<file path="src/rtl/pipe_ctrl.sv">
// Pipeline sequencer for the five-stage core.
// Merges ID load-use and EX multi-cycle stall requests into one per-stage
// stall vector, owns the EX occupancy counter and the exception flush window,
// and keeps a saturating count of PC-stall cycles for performance debug.
//
//   state   | meaning
//   --------+-------------------------------------------------------------
//   IDLE    | no multi-cycle op, no flush window; load-use stalls only
//   MC_BUSY | EX occupied by a multi-cycle op; mc_cnt = remaining stall cycles
//   FLUSH   | flush window after an exception; fl_cnt = remaining cycles
module pipe_ctrl #(
  parameter int MC_W         = 6,
  parameter int FLUSH_CYCLES = 1,
  parameter int PERF_W       = 32
) (
  input  logic              clk,
  input  logic              rst,
  input  logic              stallreq_id,
  input  logic              ex_mc_start,
  input  logic [MC_W-1:0]   ex_mc_cycles,
  input  logic              flush_req,
  output logic [5:0]        stall,
  output logic              flush,
  output logic              mc_busy,
  output logic              mc_done,
  output logic [PERF_W-1:0] stall_cycles
);

  typedef enum logic [1:0] {
    IDLE    = 2'd0,
    MC_BUSY = 2'd1,
    FLUSH   = 2'd2
  } state_t;

  // PC, IF/ID, ID/EX held for a load-use bubble; EX/MEM also held while EX is occupied
  localparam logic [5:0]  STALL_NONE = 6'b000000;
  localparam logic [5:0]  STALL_ID   = 6'b000111;
  localparam logic [5:0]  STALL_EX   = 6'b001111;
  localparam logic [3:0]  FL_INIT    = 4'(FLUSH_CYCLES - 1);
  localparam logic [MC_W-1:0] MC_ONE = MC_W'(1);
  localparam logic [MC_W-1:0] MC_TWO = MC_W'(2);

  state_t           state;
  logic [MC_W-1:0]  mc_cnt;
  logic [3:0]       fl_cnt;
  logic             mc_start_ok;

  // A start with length 0 or 1 finishes in its own EX cycle and needs no sequencing
  assign mc_start_ok = ex_mc_start && (ex_mc_cycles > MC_ONE);

  // Same-cycle stall/flush/done decode; reset forces everything quiet
  always_comb begin
    stall   = STALL_NONE;
    flush   = 1'b0;
    mc_done = 1'b0;
    if (!rst) begin
      if (flush_req) begin
        flush = 1'b1;
      end else begin
        case (state)
          FLUSH: begin
            flush = 1'b1;
          end
          MC_BUSY: begin
            if (mc_cnt != '0) begin
              stall = STALL_EX;
            end else begin
              mc_done = 1'b1;
              stall   = stallreq_id ? STALL_ID : STALL_NONE;
            end
          end
          default: begin
            if (mc_start_ok) begin
              stall = STALL_EX;
            end else if (stallreq_id) begin
              stall = STALL_ID;
            end
          end
        endcase
      end
    end
  end

  assign mc_busy = (state == MC_BUSY) && !rst;

  // Sequencer state, occupancy and flush-window counters
  always_ff @(posedge clk) begin
    if (rst) begin
      state  <= IDLE;
      mc_cnt <= '0;
      fl_cnt <= '0;
    end else if (flush_req) begin
      // exception wins: abandon any multi-cycle op and (re)open the window
      mc_cnt <= '0;
      if (FLUSH_CYCLES <= 1) begin
        state  <= IDLE;
        fl_cnt <= '0;
      end else begin
        state  <= FLUSH;
        fl_cnt <= FL_INIT;
      end
    end else begin
      case (state)
        FLUSH: begin
          if (fl_cnt <= 4'd1) begin
            state  <= IDLE;
            fl_cnt <= '0;
          end else begin
            fl_cnt <= fl_cnt - 4'd1;
          end
        end
        MC_BUSY: begin
          if (mc_cnt != '0) begin
            mc_cnt <= mc_cnt - MC_ONE;
          end else begin
            state <= IDLE;
          end
        end
        default: begin
          if (mc_start_ok) begin
            // start cycle and done cycle are not counted in mc_cnt
            mc_cnt <= ex_mc_cycles - MC_TWO;
            state  <= MC_BUSY;
          end
        end
      endcase
    end
  end

  // Saturating count of cycles in which the PC was held
  always_ff @(posedge clk) begin
    if (rst) begin
      stall_cycles <= '0;
    end else if (stall[0] && (stall_cycles != {PERF_W{1'b1}})) begin
      stall_cycles <= stall_cycles + PERF_W'(1);
    end
  end

endmodule

</file>
<file path="config.mk">
export PLATFORM = sky130hd
export DESIGN_NAME = pipe_ctrl
export DESIGN_NICKNAME = d
export VERILOG_FILES = /design/src/rtl/pipe_ctrl.sv
export SDC_FILE = /design/constraint.sdc
export NUM_CORES = 1
export LEC_CHECK = 0
export CAP_MARGIN = 5
export CELL_PAD_IN_SITES_DETAIL_PLACEMENT = 1
export CELL_PAD_IN_SITES_GLOBAL_PLACEMENT = 1
export CORE_MARGIN = 2
export CORE_UTILIZATION = 40
export DETAILED_ROUTE_END_ITERATION = 8
export PLACE_DENSITY_LB_ADDON = 0.1
export SLEW_MARGIN = 20
export SYNTH_ARGS = -nofsm -noshare
export SYNTH_HDL_FRONTEND = slang
export SYNTH_SLANG_ARGS = --single-unit
</file>
<file path="constraint.sdc">
create_clock -name clk -period 3.6 [get_ports clk]
set_input_delay 0.36 -clock clk [delete_from_list [all_inputs] [get_ports clk]]
set_output_delay 0.36 -clock clk [all_outputs]
set_load 0.01 [all_outputs]
</file>
==> flow_summary.ini <==
[status]
status = finished clean

[layout]
final_common_cell = clkdlybuf4s50_1
fillers = 731
drive_gt1_frac = 0.08000
areaGrowthSynthToFinish_pct = 25.18
nets = 339
diodes = 0
most-common-layout-cells = clkdlybuf4s50_1, dfxtp_1, a21oi_1

[clock_tree]
cts_buffer_depth = 2
htreeDepth = 2
tritoncts = yes
holdBufCountCts = 0
clock-sinks = 39
clock_latency_ps = 290
cts_setup_buffers = 0
root_buffer = clkbuf_8
cts-buffers-inserted = 5
clk_pin_slew_ps = 80
cts_resized = 0

[worst_setup_path]
cp_slowest_cell = clkdlybuf4s50_1
r2r-start = stall_cycles[3]$_SDFFE_PP0P_
cp_max_fo = 11
ff2ff_path_depth = 6
cp_top_family = buffers and inverters
worstSetupPathType = primary input to primary output
cpMostUsedCell = clkdlybuf4s50_1
r2r_end = stall_cycles[14]$_SDFFE_PP0P_
rrSetupSlack_ps = 1290
required_ps = 3240
end_kind = primary output
cp.arrival_ps = 2540
max_stage_delay_ps = 490
cp_cell_sequence = clkdlybuf4s50_1 -> or3_4 -> o311a_4 -> o31ai_2 -> inv_1 -> clkdlybuf4s50_1
crit_path_start_kind = primary input
crit_buf_inv = 3

[synthesis]
yosysSeqAreaShare = 0.3288
synth.avg_cell_area_um2 = 8.451
synth-seq-cells = 39
syn_area_um2 = 2375
synthCells = 281
yosys_warnings = 0
synth_flop_cell = dfxtp_1
async_reset_ff_frac = 0
synth-edff-count = 0
synth_cell_types = 57

[pwr]
ir_worst_vdd_mv = 0.1575
p_leak_nw = 0.9300
powerDensity_nw_per_um2 = 297.8

[grt]
grt_pass1_wl_mm = 10.91
first_global_vias = 2215
overflow = 0
grt_use_total = 0.2105
grt_max_degree = 34
antenna_found_initial = 0

[floorplan]
std_cell_rows = 28
die_w_um = 81.05
die_h_um = 81.05
io_pins = 52
core-area_um2 = 5816
initial_core_util = 0.4083
dieArea_um2 = 6569

[timing]
tns_ps = 0
maxSlewHeadroom = 0.5003
fmax_ghz = 0.3454
setup_viol = 0
hold_slack_ps = 484.6
fin_crit_sh = 0.8042
rsz0062_at_grt = no
drv_slew = 0
worst_pin_slew_ps = 740.1
fin_crit_ps = 2895
skew_ps = 3.498
final_hold_viol_count = 0

[drt]
drc = 0
vias = 2348
routed_wl_mm = 6.712
viasPerCell = 5.870
first_iter_violations = 111
ant_nets = 0
first_pass_iters = 4
wire_per_inst_um = 16.78

[placed_design]
port-buffer-count = 49
place_hpwl_mm = 4.887
routabilityCongestion = 0.8479

[worst_hold_path]
hp-class = register to register
min_to = mc_cnt[1]$_SDFFE_PP0P_
holdPathStages = 2
min_from = mc_cnt[1]$_SDFFE_PP0P_

[run]
drv_cap = 0
## where the power goes
group	switching [W]	internal [W]
clock	0.000160	0.000175
sequential	0.00000559	0.000436
combinational	0.0000634	0.0000455
total	0.000229	0.000656
## routing by layer
| metal | track usage | up-vias | wire length (µm) |
|---|---|---|---|
| met5 | 0 | - | 0 |
| met4 | 0.05085 | 0 | 64 |
| met3 | 0.03889 | 5 | 232 |
| met2 | 0.3388 | 41 | 3103 |
| met1 | 0.2910 | 1136 | 3311 |
| li1 | - | 1166 | - |
## tightest hold or removal path: cells and delay by family, from the launching register on
kind,cells,cell delay [ps]
compound gates,1,50
flops,1,330
simple gates,1,60
## sequential cells by signal (all words and copies together), names as in the netlist
| register | flops |
|---|---|
| mc_cnt | 6 |
| stall_cycles | 32 |
| state | 1 |
## worst max-delay path by stage
stage	start	to	slack, ps	cells after the start
after global placement	ex_mc_cycles[3]	stall[0]	730	6
after floorplan	ex_mc_cycles[3]	stall[1]	1340	7
after CTS	ex_mc_cycles[3]	stall[2]	680	6
after detailed placement	ex_mc_cycles[3]	stall[2]	700	6
final	ex_mc_cycles[3]	stall[2]	700	6
after global routing	ex_mc_cycles[3]	stall[1]	590	6
## cell type report
type | count | area (µm²) | share of cell area
Clock buffer | 8 | 100.1 | 0.03367
Inverter | 11 | 41.29 | 0.01389
Multi-Input combinational cell | 214 | 1436 | 0.4832
Sequential cell | 39 | 780.7 | 0.2626
Tap cell | 75 | 93.84 | 0.03157
Timing Repair Buffer | 53 | 520.5 | 0.1751
## logic make-up (layout without fill, tap and decap cells)
kind of cell / after synthesis / in the layout / synth area share
AO/OA/AOI/OAI: 80 / 80 / 0.2508
XOR/XNOR: 5 / 5 / 0.01844
adder cells (fa/ha/maj): 4 / 4 / 0.02108
other: 1 / 2 / 0.001579
multiplexers: 5 / 5 / 0.02265
flip-flops: 39 / 39 / 0.3288
AND/OR/NAND/NOR: 118 / 118 / 0.2887
buffers and inverters: 29 / 72 / 0.06796
## per-stage QoR
step	power [W]	utilization	area, µm²	worst slack (ps)	instances
2_1_floorplan	0.0005242	-	2379	1336	282
3_3_place_gp	0.0005569	0.4940	2873	731.3	392
3_5_place_dp	0.0005593	0.4940	2873	696.0	392
4_1_cts	0.0008980	0.5112	2973	680.3	400
5_1_grt	0.0009244	0.5112	2973	590.9	400
6_report	0.0008853	0.5112	2973	704.9	400
## cell usage after synthesis (2+ instances only)
master	instances	area (µm²)
o22ai_1	2	12.51
o21ai_1	5	25.02
mux2i_1	2	20.02
clkbuf_1	5	18.77
o31ai_2	2	25.02
or2_2	2	12.51
inv_1	10	37.54
nand4_1	6	37.54
nor3_1	6	30.03
mux2_1	2	22.52
buf_4	7	52.55
buf_6	3	33.78
a21oi_1	26	130.1
ha_1	4	50.05
dfxtp_1	39	780.8
and3_1	3	18.77
nand3_1	12	60.06
nor4_1	2	12.51
a211oi_1	2	15.01
and4_1	6	52.55
nor2_1	15	56.30
nor2b_1	2	12.51
xor2_1	2	17.52
a221oi_1	2	17.52
o311ai_1	2	17.52
o21a_1	4	30.03
or4_1	21	157.7
nand2_1	25	93.84
xnor2_1	3	26.28
o211ai_1	2	15.01
and2_1	6	37.54
o31ai_1	22	165.2
or3_1	3	18.77
buf_2	3	15.01
Note: power is estimated with default switching activity, not from simulation.
